`src/rtl/tsp16_pkg.sv`:
```
// Shared types and defaults for the 16-bit core: data/register sizing,
// register address type and the packed NZV status flag struct.
package tsp16_pkg;

    localparam int DATA_W   = 16;
    localparam int NUM_REGS = 8;
    localparam int ADDR_W   = $clog2(NUM_REGS);

    typedef logic [ADDR_W-1:0] reg_addr_t;

    typedef struct packed {
        logic z;
        logic n;
        logic v;
    } status_flags_t;

    // After reset the core reports "result was zero", not negative, no overflow.
    localparam status_flags_t FLAGS_RESET = '{z: 1'b1, n: 1'b0, v: 1'b0};

endpackage

```
`src/rtl/status_register.sv`:
```
// 3-bit NZV status flag register: loads on we, holds otherwise,
// synchronous active-high reset to FLAGS_RESET.
module status_register
    import tsp16_pkg::*;
(
    input  logic          clk,
    input  logic          rst,
    input  logic          we,
    input  status_flags_t d,
    output status_flags_t q
);

    // Flag storage; reset wins over a same-cycle load.
    always_ff @(posedge clk) begin
        if (rst) begin
            q <= FLAGS_RESET;
        end else if (we) begin
            q <= d;
        end
    end

endmodule

```
`src/rtl/register_file.sv`:
```
// Architectural register file for the 16-bit core.
// Two combinational read ports with write-to-read bypass, one synchronous
// write port, an NZV flag register and a committed-write counter.
// There is no valid/ready handshake here: a write commits on every rising
// edge where wr_en=1 and rst=0, and read data is valid in the same cycle
// the address is presented.
module register_file #(
    parameter  int DATA_W   = tsp16_pkg::DATA_W,
    parameter  int NUM_REGS = tsp16_pkg::NUM_REGS,
    localparam int ADDR_W   = $clog2(NUM_REGS)
) (
    input  logic              clk,
    input  logic              rst,
    input  logic [ADDR_W-1:0] rn_addr,
    input  logic [ADDR_W-1:0] rm_addr,
    output logic [DATA_W-1:0] rn_data,
    output logic [DATA_W-1:0] rm_data,
    input  logic              wr_en,
    input  logic [ADDR_W-1:0] wr_addr,
    input  logic [DATA_W-1:0] wr_data,
    input  logic              flags_we,
    input  logic              z_in,
    input  logic              n_in,
    input  logic              v_in,
    output logic              z,
    output logic              n,
    output logic              v,
    output logic [15:0]       wr_count
);

    import tsp16_pkg::*;

    logic [DATA_W-1:0] regs [NUM_REGS];
    logic              wr_commit;
    status_flags_t     flags_d;
    status_flags_t     flags_q;

    // A write only takes effect (and only bypasses) when reset is not active.
    assign wr_commit = wr_en && !rst;

    // Register array and write counter; reset clears everything and drops any write.
    always_ff @(posedge clk) begin
        if (rst) begin
            for (int i = 0; i < NUM_REGS; i++) begin
                regs[i] <= '0;
            end
            wr_count <= 16'h0000;
        end else if (wr_en) begin
            regs[wr_addr] <= wr_data;
            wr_count      <= wr_count + 16'h0001;
        end
    end

    // Read ports: forward the in-flight write so the reader never sees stale data.
    always_comb begin
        rn_data = regs[rn_addr];
        rm_data = regs[rm_addr];
        if (wr_commit && (wr_addr == rn_addr)) begin
            rn_data = wr_data;
        end
        if (wr_commit && (wr_addr == rm_addr)) begin
            rm_data = wr_data;
        end
    end

    assign flags_d = '{z: z_in, n: n_in, v: v_in};

    status_register u_status (
        .clk (clk),
        .rst (rst),
        .we  (flags_we),
        .d   (flags_d),
        .q   (flags_q)
    );

    // Flags are exposed only from the register; no bypass of the ALU flag inputs.
    assign z = flags_q.z;
    assign n = flags_q.n;
    assign v = flags_q.v;

endmodule

```
`config.mk`:
```
export PLATFORM = sky130hd
export DESIGN_NAME = register_file
export DESIGN_NICKNAME = d
export VERILOG_FILES = /design/src/rtl/tsp16_pkg.sv /design/src/rtl/status_register.sv /design/src/rtl/register_file.sv
export SDC_FILE = /design/constraint.sdc
export NUM_CORES = 1
export LEC_CHECK = 0
export ABC_AREA = 1
export BUFFER_PORTS_ARGS = -buffer_cell sky130_fd_sc_hd__buf_2
export CORE_MARGIN = 2
export CORE_UTILIZATION = 30
export DETAILED_ROUTE_END_ITERATION = 8
export PLACE_DENSITY = 0.52
export SETUP_SLACK_MARGIN = 0.05
export SKIP_CTS_REPAIR_TIMING = 1
export SYNTH_ARGS = -nofsm -noshare
export SYNTH_HDL_FRONTEND = slang
export SYNTH_SLANG_ARGS = --single-unit
```
`constraint.sdc`:
```
create_clock -name clk -period 2.5 [get_ports clk]
set_clock_uncertainty 0.1 [all_clocks]
set_input_delay 0.375 -clock clk [delete_from_list [all_inputs] [get_ports clk]]
set_output_delay 0.375 -clock clk [all_outputs]
set_load 0.005 [all_outputs]
```
==> impl.org, run 1 <==
** Logic synthesis
- During synthesis, Yosys emitted a total of 0 warnings.
- Post-synthesis instance area :: 8601 um^2
- In this run the mean area of a mapped cell was 7.314 um^2.
- The number of different library cells used by synthesis comes to 27.
- Net count after synthesis :: 1209
- Summing the sequential cell areas from Yosys gives 49.11% of the chip area.
- Yosys reg bits :: 147
- The cell count after synthesis came out at 1176.

** GRT
- The number of global-route vias before repair came to 7704.
- Grt ovf :: 0
- Tot GR Track Use :: 19.98%
- The first global-routing pass estimated 45620 um of wire.
- The number of antenna violations at the first check in global routing came to 0.
- Entering global routing, the biggest net connects 76 pins.

** STA
- Maximum frequency from static timing analysis :: 0.4569 GHz
- Setup violators final :: 0
- Share of the clock period used by the worst path :: 87.55%
- The number of failing hold endpoints at the final stage was 0.
- Final-report max-slew violation count :: 0
- Unrepaired setup endpoints after global routing :: no
- Across all setup checks in the final design, the least slack found is 311.2 ps.
- Shortest clock period the worst path allows after layout :: 2189 ps
- Slew HR :: 67.48%
- For the pin with the worst max-slew slack, the measured transition is 487.9 ps.
- Post-Route Setup TNS :: 0 ps

** Route
- Per-cell routed wire length :: 18.07 um
- In the routed layout, each cell is associated on average with a via count of 4.901.
- DRC Markers :: 0
- For this run, the detailed router's first-pass iteration total came to 5.
- The routed design has 29840 um of wire.
- In this run the remaining antenna-violating nets after routing total 0.
- Detailed routing inserted a total of 8092 vias.
- Number of DRC markers in iteration 0 :: 851

** Pwr
- Maximum resistive drop on vdd :: 0.4732 mV
- Leakage power total :: 4.749 nW
- Total power density per cell area :: 628.6 nW/um^2

** Worst setup path
- Startpoint Class :: input pin
- Critical path endpoint category :: output pin
- STA puts the critical path data required time at 2030 ps.
- Along the worst path, the maximum fanout reaches 16.
- Data arrives at the worst endpoint at 1710 ps.
- The worst setup path is of the in -> out kind.

** Floorplan
- Count of standard-cell rows :: 61
- Die span in x :: 173.3 um
- Count of pins on the block boundary :: 83
- Floorplan die height :: 173.3 um
- Die area :: 30040 um^2
- Std-Cell Core Area :: 28010 um^2
- Effective utilization at floorplan :: 30.71%

** Final layout
- Net count, final :: 1293
- Compared with the post-synthesis result, the final layout area differs by 17.73%.
- # fillers :: 2935
- Cells fill 36.15% of the core in the end.
- In the final layout, the share of cells above drive strength 1 is 14.69%.
- Antenna Cells :: 0

** Clock network
- Clock latency at the later pin of the worst-skew pair :: 430 ps
- Number of buffers added by the clock tree synthesis step :: 17
- The clock passes through at most 2 buffers.
- The clock net in this run drives a total of 147 sinks.
- CTS HTree Levels :: 4
- Clock-pin slew on the worst setup and hold paths :: 70 ps
- Clock tree root buffer cell :: sky130_fd_sc_hd__clkbuf_16
- TritonCTS built the clock tree.

** Run status
- Run status :: complete, no violations

** Min path
- Worst hold path class :: in -> reg

** Placed design
- Detail Placement HPWL :: 18870 um
- OpenSTA, run right after detailed placement, puts the worst setup slack at 316.4 ps.
- The congestion estimate from routability-driven global placement came to 0.8487.
- PortBufs :: 82

** Job
- Across the run, the number of max-cap violations was 0.
logic make-up after synthesis:
logic type	synth area share [%]
compound gates	2.109
simple gates	38.01
buf+inv	10.23
fa+ha+maj	0.1455
flops	49.11
xor+xnor	0.3929
worst paths after layout:
path,cells past startpoint,endpoint,slack [ps],start
max reg2reg,7,wr_count[15],990,wr_count[4]
max,9,rm_data[11],310,rm_addr[0]
min reg2reg,2,u_status.q[2],360,u_status.q[2]
min,3,u_status.q[2],60,z_in
placed cells by master (no fill, tap or decap), types with 5 or more instances in the layout:
| cell type | n |
|---|---|
| sky130_fd_sc_hd__nor2_1 | 189 |
| sky130_fd_sc_hd__a21oi_1 | 8 |
| sky130_fd_sc_hd__buf_2 | 82 |
| sky130_fd_sc_hd__o211ai_1 | 11 |
| sky130_fd_sc_hd__o21ai_0 | 6 |
| sky130_fd_sc_hd__inv_6 | 5 |
| sky130_fd_sc_hd__nand4_1 | 17 |
| sky130_fd_sc_hd__clkbuf_16 | 17 |
| sky130_fd_sc_hd__inv_2 | 11 |
| sky130_fd_sc_hd__buf_4 | 46 |
| sky130_fd_sc_hd__dfxtp_1 | 19 |
| sky130_fd_sc_hd__nand3_1 | 208 |
| sky130_fd_sc_hd__nand2_2 | 10 |
| sky130_fd_sc_hd__nand2_1 | 348 |
| sky130_fd_sc_hd__edfxtp_1 | 128 |
| sky130_fd_sc_hd__inv_1 | 144 |
state kept, by name (all words and copies together), names as in the netlist:
signal      flops
regs          128
u_status.q      3
wr_count       16
per-layer routing:
metal / track usage, % / share of wire [%]
met5: 0 / 0
met4: 7.521 / 2.6
met3: 2.895 / 7.2
met2: 32.70 / 46
met1: 26.80 / 44
synth_stat cells, drive strengths merged:
master,number,area [um^2]
nor2,192,733.2
nand3,209,1051
a21oi,9,56.31
nor3,2,10.01
o211ai,11,82.58
ha,1,12.51
xor2,2,17.52
dfxtp,19,380.4
buf,36,192.7
xnor2,1,16.27
o21ai,7,35.03
o21a,1,7.510
inv,155,581.8
edfxtp,128,3844
clkbuf,28,105.1
nand2,358,1369
nand4,17,106.4
worst max-delay path, cell delays in order:
cell and delay, ps:
sky130_fd_sc_hd__buf_2 180, sky130_fd_sc_hd__buf_4 210, sky130_fd_sc_hd__nor2_1 60, sky130_fd_sc_hd__nor2_1 130, sky130_fd_sc_hd__nand2_2 130, sky130_fd_sc_hd__inv_2 340, sky130_fd_sc_hd__nand2_1 90, sky130_fd_sc_hd__nand2_1 80
sky130_fd_sc_hd__buf_2 100
final cells by class:
class,instances,area [um^2],area share (%)
flip-flops and latches,147,4224,41.71
clock inverters,15,148.9,1.470
multi-input cells,810,3497,34.54
well taps,378,473.0,4.671
inverters,155,581.8,5.746
clock buffers,17,425.4,4.201
repair buffers,129,775.7,7.661
power breakdown:
| part | switching (W) | total [W] | internal (W) |
|---|---|---|---|
| Sequential | 0.0000435 | 0.00285 | 0.00280 |
| Clock | 0.00115 | 0.00255 | 0.00140 |
| Combinational | 0.000665 | 0.000968 | 0.000304 |
| Total | 0.00186 | 0.00637 | 0.00451 |
through the flow:
step	instance area (um^2)	hold WS, ps	total power [W]	std cells
3_3_place_gp	9552	341.0	0.003857	1619
4_1_cts	10130	42.45	0.006395	1651
6_report	10130	57.43	0.006365	1651
3_5_place_dp	9552	341.8	0.003862	1619
2_1_floorplan	8601	347.4	0.003464	1176
5_1_grt	10130	66.74	0.006614	1651
Power figures use the tool's default switching activity.
==> inputs of run 2 (changes only) <==
--- a/config.mk
+++ b/config.mk
@@ -5,7 +5,6 @@
 export SDC_FILE = /design/constraint.sdc
 export NUM_CORES = 1
 export LEC_CHECK = 0
-export ABC_AREA = 1
 export BUFFER_PORTS_ARGS = -buffer_cell sky130_fd_sc_hd__buf_2
 export CORE_MARGIN = 2
 export CORE_UTILIZATION = 30
@@ -15,4 +14,5 @@
 export SKIP_CTS_REPAIR_TIMING = 1
 export SYNTH_ARGS = -nofsm -noshare
 export SYNTH_HDL_FRONTEND = slang
+export SYNTH_HIERARCHICAL = 1
 export SYNTH_SLANG_ARGS = --single-unit
==> run 2 against run 1 <==
Area after synthesis is 8.9% lower. Register-to-register slack worse by 430 ps. Total power decreased by 4.9%. Synthesized cell count shrank 52%. Critical path type is now reg -> out. Sequential share of layout area increased by 3.0 points. Via count is 36% lower. Design area decreased by 6.7%. Clock power shrank 6%. Critical path depth down 5. Critical endpoint is now rn_data[10]. Fmax down 4.4%.
==> impl.org, run 2 <==
** Run status
- The flow ran to the end, and the final reports show no timing, DRC or antenna violations.

** Worst setup path
- In this run the worst path has a maximum fanout of 2.
- The worst setup path is captured at an output pin.
- Cell-by-cell trace of the critical path :: mux4_2 > mux2i_1 > a21oi_1 > buf_2
- CP Class :: reg -> out
- Critical path buffers and inverters :: 1
- Worst stage delay on the critical path :: 490 ps
- At the worst endpoint, the required time is 2030 ps.
- STA classifies the critical path startpoint as a register.
- Broken down by cell family, the worst path's largest delay share belongs to multiplexers.
- Cell with the largest stage delay on the worst path :: sky130_fd_sc_hd__mux4_2
- At the worst endpoint, the arrival time is 1810 ps.

** Logic synthesis
- Number of synthesis warnings :: 6
- Post-synth top cells :: sky130_fd_sc_hd__and2_1, sky130_fd_sc_hd__edfxtp_1, sky130_fd_sc_hd__mux4_2
- Among all flip-flop cells after synthesis, the most frequent one is sky130_fd_sc_hd__edfxtp_1.
- The number of different library cells used by synthesis comes to 31.
- Yosys top cell area share :: 49.07%
- Net count after synthesis :: 603
- In this run, synthesis produced a sequential element count of 147.
- Synthesized area divided by synthesized cell count :: 13.74 um^2
- The synthesized design spends more area on one cell type than any other, namely sky130_fd_sc_hd__edfxtp_1.
- The cell count after synthesis came out at 570.
- Number of enable flip-flop cells after synthesis :: 128
- Sequential elements use 53.93% of the synthesized area.
- Cell types with the largest area share after synthesis :: sky130_fd_sc_hd__edfxtp_1, sky130_fd_sc_hd__mux4_2, sky130_fd_sc_hd__and2_1, sky130_fd_sc_hd__dfxtp_1, sky130_fd_sc_hd__mux2i_1
- Counting flops with an async set or reset pin after synthesis yields a share of 0%.
- The mapped netlist covers 7833 um^2.

** Clock network
- Max Root-Sink Buffers :: 2
- After clock tree synthesis, the clock-pin slew on the worst setup and hold paths is 60 ps.
- TritonCTS Sinks :: 147
- TritonCTS built the clock tree.
- The H-tree was split into 4 levels.
- The clock reaches the later pin of the worst-skew pair after 420 ps.
- Clock tree root buffer cell :: sky130_fd_sc_hd__clkbuf_16
- Counting the buffers created by CTS gives 17.

** STA
- Pin slew with the least headroom to its limit :: 417.2 ps
- Setup repair after global routing left no endpoint under its margin.
- Setup violations remaining at the end of the flow were counted as 0.
- After layout, the worst path uses 91.58% of the clock period.
- Based on the critical path, the design can be clocked at up to 0.4368 GHz.
- Final-report max-slew violation count :: 0
- Shortest clock period the worst path allows after layout :: 2290 ps
- Post-Route Setup TNS :: 0 ps
- Final Hold Viols :: 0
- Headroom to the max-slew limit came out at 72.18%.

** Route
- Vias :: 5144
- Per-cell routed wire length :: 21.04 um
- For this run, design rule violations remaining after detail routing come to 0.
- Length of the first detailed-routing pass in iterations :: 4
- Routed wire length :: 21340 um
- Once detail routing completed, the nets flagged for antenna violations numbered 0.
- The first routing iteration left 357 violations.
- Dividing the detail-routed via count by the number of cells gives 5.073.

** Final layout
- Number of flip-flops under the largest register name :: 128
- From synthesis to final layout, the design area changed by 20.62%.
- The largest registers in the layout are regs: 128 flops, wr_count: 16 flops, u_status/q: 3 flops.
- The post-route netlist has 32.89% of its cells at a drive strength greater than 1.
- Net count, final :: 698
- The library cells used most frequently in the layout, excluding fill and tap cells, are sky130_fd_sc_hd__and2_1, sky130_fd_sc_hd__edfxtp_1, sky130_fd_sc_hd__buf_2.
- Ranked by flip-flop count, first place goes to regs.

** GRT
- Largest net degree at the start of global routing :: 34
- The number of global-route vias before repair was 5391.
- For this run, the total global-route usage over all layers was measured as 16.27%.
- Global-route wire length before repair :: 32260 um
- Grt ovf :: 0
- The number of antenna violations at the first check in global routing is 5.

** Floorplan
- The floorplan step defined a core boundary enclosing 25840 um^2.
- Count of pins on the block boundary :: 83
- The floorplan step set the die width to 165.6 um.
- After floorplanning, the core was divided into 59 placement rows.
- Floorplan die height :: 165.6 um
- The floorplan step defined a die boundary enclosing 27420 um^2.
- Effective utilization at floorplan :: 30.31%

** Pwr
- The clock network burns 39.5% of the power.
- In this run the static leakage power is 3.518 nW.
- Sequential cells account for 47.6% of the total power.
- Cell internal power was estimated by the tool at 0.004505 W.
- Of the total power, the share spent switching nets is 25.60%.
- Maximum resistive drop on vdd :: 0.4056 mV
- In this run the power density over the cells is 641.0 nW/um^2.
- Relative contribution of combinational cells to total power :: 12.9%
- Total power :: 0.006056 W
- For this design the total switching power over the nets is 0.001550 W.

** Min path
- Worst hold path class :: in -> reg

** Job
- Across the run, the number of max-cap violations was 0.

** Placed design
- The count of buffers added on input and output ports is 82.
- The wire-length estimate of the detail-placed layout is 13840 um.
- Routability Congestion :: 0.8101
==> run 2: cell types whose count changed after synthesis, sizes merged, moves of 10 or more <==
cell and delta:
xnor2 +12, and2 +128, nand2 -351, nand4 -10, buf -20, mux2i +35, o211ai -11, nand3 -205
inv -153, mux4 +64, nor2 -140, a21oi +27
==> run 2: final cells by class <==
type,instances,area [um^2]
Fill cell,2482,16390
Sequential cell,147,4224
Multi-Input combinational cell,382,3435
Timing Repair Buffer,115,808.3
Clock buffer,17,425.4
Tap cell,335,419.2
Clock inverter,15,126.4
Inverter,2,7.507
Antenna cell,1,2.502
==> run 2: path summary, 6_finish.rpt <==
check        depth (start not counted)  slack [ps]       endpoint           from
max                                  4         210    rn_data[10]    regs[7][10]
min                                  2          70  u_status/q[2]           z_in
max reg2reg                          4         560   wr_count[15]    wr_count[2]
min reg2reg                          2         410  u_status/q[1]  u_status/q[1]
==> run 2: per-layer routing <==
| metal | track usage, % | wire (um) | up-vias |
|---|---|---|---|
| li1 | - | - | 2329 |
| met1 | 19.25 | 8461 | 2629 |
| met2 | 29.35 | 11340 | 140 |
| met3 | 3.272 | 1003 | 40 |
| met4 | 5.603 | 495 | 6 |
| met5 | 0 | 32 | - |
==> run 2: metrics by stage <==
stage	cell area, um^2	utilization (%)	worst slack [ps]	instances	hold WS (ps)
final	9448	36.57	210.4	1014	69.61
after global routing	9448	36.57	140.2	1014	64.49
after CTS	9445	36.56	213.3	1013	49.99
after detailed placement	8894	34.42	265.3	981	396.9
after global placement	8894	34.42	279.2	981	369.3
after floorplan	7833	-	448.6	570	347.4
==> run 2: logic make-up after synthesis <==
logic type      count (synthesis)  share of synthesized area, %
flops                         147                         53.93
compound gates                 41                         2.668
xor+xnor                       17                         1.901
fa+ha+maj                       1                        0.1597
simple gates                  224                         16.25
buf+inv                        41                         2.220
mux                            99                         22.88
==> run 2: power by group through the flow <==
stage	combinational, W	sequential (W)	clock (W)
after global placement	0.000787	0.00292	0
after CTS	0.000795	0.00288	0.00243
after floorplan	0.000466	0.00290	0
after global routing	0.000848	0.00290	0.00254
final	0.000782	0.00288	0.00239
after detailed placement	0.000793	0.00293	0
